**config.mk**
```make
export PLATFORM = sky130hd
export DESIGN_NAME = qea_run_sequencer
export DESIGN_NICKNAME = d
export VERILOG_FILES = /design/src/rtl/qea_run_sequencer.sv
export SDC_FILE = /design/constraint.sdc
export NUM_CORES = 1
export LEC_CHECK = 0
export ABC_AREA = 1
export BUFFER_PORTS_ARGS = -buffer_cell sky130_fd_sc_hd__buf_2
export CAP_MARGIN = 20
export CORE_AREA = 2 2 394 396
export DETAILED_ROUTE_END_ITERATION = 10
export DIE_AREA = 0 0 396 398
export PLACE_DENSITY = 0.3
export SYNTH_ARGS = -nofsm -noshare
export SYNTH_HDL_FRONTEND = slang
export SYNTH_SLANG_ARGS = --single-unit
export TNS_END_PERCENT = 5
```
**constraint.sdc**
```tcl
create_clock -name clk -period 4.3 [get_ports clk]
set_input_delay 0.86 -clock clk [delete_from_list [all_inputs] [get_ports clk]]
set_output_delay 0.86 -clock clk [all_outputs]
set_load 0.005 [all_outputs]
```
**src/rtl/qea_run_sequencer.sv**
```systemverilog
// Run controller for the QEA core. It loads context RAM, initialises state RAM
// to |0..0>, starts the core, times the run and streams the final state out.
module qea_run_sequencer #(
  parameter int PE_NUM_WIDTH            = 2,
  parameter int PE_NUM                  = 4,
  parameter int DATA_WIDTH              = 32,
  parameter int STATE_DATA_WIDTH        = 2 * DATA_WIDTH,
  parameter int STATE_ADDR_WIDTH        = 16,
  parameter int GATE_CONTEXT_DATA_WIDTH = 2 * DATA_WIDTH,
  parameter int GATE_CONTEXT_ADDR_WIDTH = 16,
  parameter int MAX_QBIT_WIDTH          = 6,
  parameter int NUM_FRAC_BIT            = 30,
  parameter int RD_LATENCY              = 2
) (
  input  logic                                 clk,
  input  logic                                 rst_n,
  input  logic                                 i_run,
  input  logic [MAX_QBIT_WIDTH-1:0]            i_qbit_num,
  input  logic [GATE_CONTEXT_ADDR_WIDTH-1:0]   i_ins_num,
  input  logic                                 i_ctx_valid,
  output logic                                 o_ctx_ready,
  input  logic [GATE_CONTEXT_DATA_WIDTH-1:0]   i_ctx_data,
  output logic                                 o_start,
  output logic [MAX_QBIT_WIDTH-1:0]            o_qbit_num,
  output logic                                 o_ctx_en,
  output logic                                 o_ctx_wea,
  output logic [GATE_CONTEXT_ADDR_WIDTH-1:0]   o_ctx_addr,
  output logic [GATE_CONTEXT_DATA_WIDTH-1:0]   o_ctx_data,
  output logic [PE_NUM-1:0]                    o_state_ena,
  output logic [PE_NUM-1:0]                    o_state_wea,
  output logic [STATE_ADDR_WIDTH-1:0]          o_state_addra,
  output logic [PE_NUM*STATE_DATA_WIDTH-1:0]   o_state_dina,
  input  logic                                 i_complete,
  input  logic [PE_NUM*STATE_DATA_WIDTH-1:0]   i_state_dout,
  output logic                                 o_out_valid,
  input  logic                                 i_out_ready,
  output logic [PE_NUM*STATE_DATA_WIDTH-1:0]   o_out_data,
  output logic [STATE_ADDR_WIDTH-1:0]          o_out_addr,
  output logic                                 o_out_last,
  output logic                                 o_busy,
  output logic                                 o_err,
  output logic [31:0]                          o_cycles
);

  localparam int CW = STATE_ADDR_WIDTH + 1;
  localparam int LW = (RD_LATENCY > 1) ? $clog2(RD_LATENCY) : 1;
  localparam int SW = PE_NUM * STATE_DATA_WIDTH;
  localparam logic [MAX_QBIT_WIDTH-1:0] QBIT_MIN = MAX_QBIT_WIDTH'(PE_NUM_WIDTH);
  localparam logic [MAX_QBIT_WIDTH-1:0] QBIT_MAX = MAX_QBIT_WIDTH'(PE_NUM_WIDTH + STATE_ADDR_WIDTH);
  localparam logic [STATE_DATA_WIDTH-1:0] AMP_ONE =
    {DATA_WIDTH'(1 << NUM_FRAC_BIT), {DATA_WIDTH{1'b0}}};
  localparam logic [SW-1:0] WORD0 = {AMP_ONE, {(SW - STATE_DATA_WIDTH){1'b0}}};

  typedef enum logic [2:0] {
    S_IDLE, S_LOAD_CTX, S_INIT_STATE, S_START, S_WAIT, S_RD_ISSUE, S_RD_WAIT, S_RD_OUT
  } state_t;

  state_t state_q, state_d;
  logic [CW-1:0] cnt_q, cnt_d, last_q, last_d;
  logic [GATE_CONTEXT_ADDR_WIDTH-1:0] ins_q, ins_d;
  logic [MAX_QBIT_WIDTH-1:0] qbit_d;
  logic [LW-1:0] lat_q, lat_d;
  logic armed_q, armed_d, run_bad;
  logic [31:0] cycles_d;
  logic err_d, ctx_we_d, start_d, busy_d;
  logic [GATE_CONTEXT_ADDR_WIDTH-1:0] ctx_addr_d;
  logic [GATE_CONTEXT_DATA_WIDTH-1:0] ctx_data_d;
  logic [PE_NUM-1:0] state_en_d, state_we_d;
  logic [STATE_ADDR_WIDTH-1:0] state_addr_d, out_addr_d;
  logic [SW-1:0] state_din_d, out_data_d;
  logic out_valid_d, out_last_d;

  assign run_bad     = (i_qbit_num < QBIT_MIN) || (i_qbit_num > QBIT_MAX);
  assign o_ctx_ready = (state_q == S_LOAD_CTX);

  always_comb begin
    // NOTE: every variable gets a default first so no latch can be inferred.
    state_d    = state_q;
    cnt_d      = cnt_q;
    last_d     = last_q;
    ins_d      = ins_q;
    qbit_d     = o_qbit_num;
    lat_d      = lat_q;
    armed_d    = armed_q;
    cycles_d   = o_cycles;
    err_d      = 1'b0;
    ctx_we_d   = 1'b0;
    ctx_addr_d = o_ctx_addr;
    ctx_data_d = o_ctx_data;
    out_valid_d = o_out_valid;
    out_data_d  = o_out_data;
    out_addr_d  = o_out_addr;
    out_last_d  = o_out_last;

    case (state_q)
      S_IDLE: if (i_run) begin
        if (run_bad) begin
          err_d = 1'b1;
        end else begin
          qbit_d  = i_qbit_num;
          ins_d   = i_ins_num;
          last_d  = (CW'(1) << (i_qbit_num - QBIT_MIN)) - CW'(1);
          cnt_d   = '0;
          state_d = (i_ins_num == '0) ? S_INIT_STATE : S_LOAD_CTX;
        end
      end
      S_LOAD_CTX: if (i_ctx_valid) begin
        ctx_we_d   = 1'b1;
        ctx_addr_d = GATE_CONTEXT_ADDR_WIDTH'(cnt_q);
        ctx_data_d = i_ctx_data;
        if (cnt_q + CW'(1) == CW'(ins_q)) begin
          cnt_d   = '0;
          state_d = S_INIT_STATE;
        end else begin
          cnt_d = cnt_q + CW'(1);
        end
      end
      S_INIT_STATE: begin
        if (cnt_q == last_q) begin
          state_d  = S_START;
          cycles_d = '0;
        end else begin
          cnt_d = cnt_q + CW'(1);
        end
      end
      S_START: begin
        cycles_d = 32'd1;
        armed_d  = 1'b0;
        state_d  = S_WAIT;
      end
      S_WAIT: begin
        // Completion is only trusted from the second WAIT cycle on, so a level
        // left over from a previous run cannot end this one.
        if (armed_q && i_complete) begin
          cnt_d   = '0;
          state_d = S_RD_ISSUE;
        end else begin
          armed_d = 1'b1;
          if (o_cycles != '1) cycles_d = o_cycles + 32'd1;
        end
      end
      S_RD_ISSUE: begin
        lat_d   = '0;
        state_d = S_RD_WAIT;
      end
      S_RD_WAIT: begin
        if (lat_q == LW'(RD_LATENCY - 1)) begin
          out_valid_d = 1'b1;
          out_data_d  = i_state_dout;
          out_addr_d  = STATE_ADDR_WIDTH'(cnt_q);
          out_last_d  = (cnt_q == last_q);
          state_d     = S_RD_OUT;
        end else begin
          lat_d = lat_q + LW'(1);
        end
      end
      S_RD_OUT: if (i_out_ready) begin
        out_valid_d = 1'b0;
        out_last_d  = 1'b0;
        if (cnt_q == last_q) begin
          state_d = S_IDLE;
        end else begin
          cnt_d   = cnt_q + CW'(1);
          state_d = S_RD_ISSUE;
        end
      end
      default: state_d = S_IDLE;
    endcase

    // QEA strobes decode the next state so they are flops aligned with it.
    state_en_d   = (state_d == S_INIT_STATE || state_d == S_RD_ISSUE) ? '1 : '0;
    state_we_d   = (state_d == S_INIT_STATE) ? '1 : '0;
    state_addr_d = (state_en_d != '0) ? STATE_ADDR_WIDTH'(cnt_d) : '0;
    state_din_d  = (state_d == S_INIT_STATE && cnt_d == '0) ? WORD0 : '0;
    start_d      = (state_d == S_START);
    busy_d       = (state_d != S_IDLE);
  end

  always_ff @(posedge clk or negedge rst_n) begin
    if (!rst_n) begin
      state_q       <= S_IDLE;
      cnt_q         <= '0;
      last_q        <= '0;
      ins_q         <= '0;
      lat_q         <= '0;
      armed_q       <= 1'b0;
      o_qbit_num    <= '0;
      o_cycles      <= '0;
      o_err         <= 1'b0;
      o_busy        <= 1'b0;
      o_start       <= 1'b0;
      o_ctx_en      <= 1'b0;
      o_ctx_wea     <= 1'b0;
      o_ctx_addr    <= '0;
      o_ctx_data    <= '0;
      o_state_ena   <= '0;
      o_state_wea   <= '0;
      o_state_addra <= '0;
      o_state_dina  <= '0;
      o_out_valid   <= 1'b0;
      o_out_data    <= '0;
      o_out_addr    <= '0;
      o_out_last    <= 1'b0;
    end else begin
      // NOTE: sequential state uses non-blocking assignments only.
      state_q       <= state_d;
      cnt_q         <= cnt_d;
      last_q        <= last_d;
      ins_q         <= ins_d;
      lat_q         <= lat_d;
      armed_q       <= armed_d;
      o_qbit_num    <= qbit_d;
      o_cycles      <= cycles_d;
      o_err         <= err_d;
      o_busy        <= busy_d;
      o_start       <= start_d;
      o_ctx_en      <= ctx_we_d;
      o_ctx_wea     <= ctx_we_d;
      o_ctx_addr    <= ctx_addr_d;
      o_ctx_data    <= ctx_data_d;
      o_state_ena   <= state_en_d;
      o_state_wea   <= state_we_d;
      o_state_addra <= state_addr_d;
      o_state_dina  <= state_din_d;
      o_out_valid   <= out_valid_d;
      o_out_data    <= out_data_d;
      o_out_addr    <= out_addr_d;
      o_out_last    <= out_last_d;
    end
  end

endmodule

```
==> results.py <==
metrics = {
    "hold_path": {
        "min_path_type": "input pin to asynchronous set/reset pin",
    },
    "synthesis": {
        "synth_flop_cell": "dfrtp_1",
        "ys_ff_latch": 470,
        "synth_top_area_share_pct": 52.4,
        "avgSynthCellArea_sq_um": 9.84,
        "synth_area_sq_mm": 0.0225,
        "synth-seq-area-share_pct": 52.4,
        "synthArstFlopShare_pct": 100,
        "yosysUniqueCellTypes": 42,
        "synthCells": 2282,
        "yosysTopAreaCell": "dfrtp_1",
        "synth_area_leaders": "dfrtp_1 52%, mux2_2 13%, nand2_1 9.3%",
        "synth-warning-count": 0,
        "synth_edf_count": 0,
    },
    "setup_path": {
        "r2r_cells": 16,
        "critPathTopFamily": "simple AND/OR/NAND/NOR gates",
        "critical_path.cell_chain": "ha_1 -> nand2_1 -> nor2_4 -> nand3_1 -> nand2_1 -> nand2_1 -> nand2_1 -> nand2_1 -> nor2_1 -> nand2_1 -> nor2_4 -> nand3_4 -> nand2_2 -> nand3_4 -> o21ai_4 -> and2_1",
        "cp.depth": 16,
        "r2r_end": "o_state_addra[3]$_DFF_PN0_",
        "start_kind": "register",
        "arrival_ps": 4020,
        "max_stage_delay_ps": 750,
        "path_buf_inv": 0,
        "cpMostUsedCell": "nand2_1",
        "crit_path_end": "o_state_addra[3]$_DFF_PN0_",
        "cp_max_fo": 17,
        "worst_path_max_delay_cell": "dfrtp_1",
        "rr_startpoint": "cnt_q[0]$_DFF_PN0_",
        "reg2reg_slack_ps": 850,
        "startpoint": "cnt_q[0]$_DFF_PN0_",
        "crit_required_ps": 4870,
        "end_kind": "register",
        "path_class": "register to register",
    },
    "finish": {
        "layout_commonest_cell": "buf_2",
        "final_cell_mix": "769 x buf_2, 553 x nand2_1, 470 x dfrtp_1",
        "seq_area_sq_mm": 0.0118,
        "fill_cells": 17181,
        "finalInstanceArea_sq_mm": 0.0301,
        "multi_input_area_sq_mm": 0.00881,
        "area_growth_pct": 34.1,
        "fin_nets": 3420,
        "final_core_util_pct": 19.6,
        "layout-drive-gt1-share_pct": 38.9,
    },
    "clock_network": {
        "cts_root_buf": "clkbuf_16",
        "cts_buffers": 67,
        "post_cts_buffers": 0,
        "clock_latency_ps": 640,
        "post_cts_resized": 0,
        "cts_tree": "yes",
        "cts_num_sinks": 470,
        "clkSlewWorstSetupHoldPaths_ps": 60,
        "cts_hold_buf": 0,
        "clock_path_buffers": 3,
        "h-tree-depth": 3,
    },
    "die": {
        "initial_core_util_pct": 14.6,
        "fp.dieH_microns": 398,
        "num_rows": 144,
        "design.core.area_sq_mm": 0.153,
        "fp.dieW_microns": 396,
        "design.portCount": 1026,
        "dieArea_sq_mm": 0.158,
    },
    "global_routing": {
        "grt_use_met3_pct": 4.31,
        "grt_pass1_vias": 18007,
        "grt_util_met1_pct": 14.4,
        "grt_start_max_net_pins": 115,
        "grt-busiest-layer": "met2",
        "use_met2_pct": 20.2,
        "grt_pass1_wl_microns": 136000,
        "grt-ovfl-total": 0,
        "antenna_found_initial": 22,
        "grt_usage_pct": 12.0,
    },
    "placed_design": {
        "numPortBuffers": 770,
        "placed_area_sq_mm": 0.0279,
        "pre_cts_ws_ps": 797,
        "place.gp.congestion": 0.816,
        "dp_hpwl_microns": 77400,
    },
    "detailed_routing": {
        "vias": 18010,
        "antenna_left": 0,
        "first_pass_iters": 5,
        "wl_per_cell_microns": 19.1,
        "routed_wl_microns": 98700,
        "drt-vias-per-instance": 3.48,
        "route.detailed.drc": 0,
        "drtIter0Drc": 891,
    },
    "sta": {
        "finClkSkew_ps": 20.6,
        "fin_tns_setup_ps": 0,
        "rsz0062_at_grt": "false",
        "fmax_mhz": 290,
        "fin_crit_sh_pct": 80.2,
        "layout_setup_ws_ps": 850,
        "min_period_ps": 3450,
        "final-max-slew-violation-count": 0,
        "relSlewSlack_pct": 46.7,
        "hold_violations": 0,
        "finalSetupViolCount": 0,
        "worst_pin_slew_ps": 800,
    },
    "pwr": {
        "cellPowerDensity_mw_per_mm2": 717,
        "peakVddDrop_v": 0.000293,
        "leakage_uw": 0.0149,
    },
    "run_status": {
        "outcome": "finished, final reports clean",
    },
    "flow_run": {
        "cap_violations": 0,
    },
}
==> per-stage QoR <==
stage | std cells | hold slack [ps] | power, uW
2_1_floorplan | 2536 | 453 | 11900
5_1_grt | 5165 | 204 | 23200
6_report | 5168 | 196 | 21600
4_1_cts | 5164 | 163 | 22200
3_3_place_gp | 5043 | 451 | 16400
3_5_place_dp | 5043 | 454 | 16300
==> synth_stat cells (all sizes together) (26+ instances only) <==
cell type	instances
nand3	68
o21ai	113
clkbuf	73
inv	140
nor3	27
dfrtp	470
buf	274
nand4	39
nor2	133
nand2	563
a21oi	26
mux2	256
==> metal layers <==
layer,wire [microns],part of all wire (%),vias to the layer above
met3,8080,8.2,122
met2,48300,49,679
met4,1820,1.8,28
li1,-,-,8463
met5,138,0.14,-
met1,40400,41,8718
==> final cells by class <==
| type | instances | share of cell area, % |
|---|---|---|
| multi-input cells | 1578 | 29.2 |
| clock inverters | 20 | 0.793 |
| clock buffers | 101 | 6.59 |
| well taps | 2044 | 8.49 |
| repair buffers | 810 | 14.0 |
| diodes | 4 | 0.0332 |
| flip-flops and latches | 470 | 39.0 |
| inverters | 141 | 1.77 |
==> where the power goes <==
part	internal, uW	switching (uW)
Combinational	3610	4610
Clock	3340	2310
Sequential	6420	1320
Total	13400	8240
==> flip-flops by register name, indices dropped and copies added (netlist names), 3 cells and up <==
register       cells
o_state_addra     16
o_cycles          32
ins_q             16
o_qbit_num         6
state_q            3
o_out_data       256
o_ctx_addr        16
cnt_q             17
o_ctx_data        64
o_out_addr        16
last_q            17
==> cell families (layout without fill, tap and decap cells) <==
group	count (synthesis)	count (layout)	share of synthesized area (%)
AND/OR/NAND/NOR	861	861	16.2
buffers and inverters	488	1072	12.7
flip-flops	470	470	52.4
multiplexers	256	256	12.8
AO/OA/AOI/OAI	162	162	3.96
XOR/XNOR	40	40	1.62
adder cells (fa/ha/maj)	4	4	0.223
other	1	259	0.0167
==> how the worst min path moves through the flow <==
stage	from	endpoint	slack, ps
after floorplan	lat_q$_DFFE_PN0P_	lat_q$_DFFE_PN0P_	450
after global placement	o_ctx_data[10]$_DFFE_PN0P_	o_ctx_data[10]$_DFFE_PN0P_	450
after detailed placement	o_ctx_data[51]$_DFFE_PN0P_	o_ctx_data[51]$_DFFE_PN0P_	450
after CTS	rst_n	o_qbit_num[3]$_DFFE_PN0P_	160
after global routing	rst_n	o_qbit_num[2]$_DFFE_PN0P_	200
final	rst_n	o_qbit_num[3]$_DFFE_PN0P_	200
Note: power is estimated with default switching activity, not from simulation.
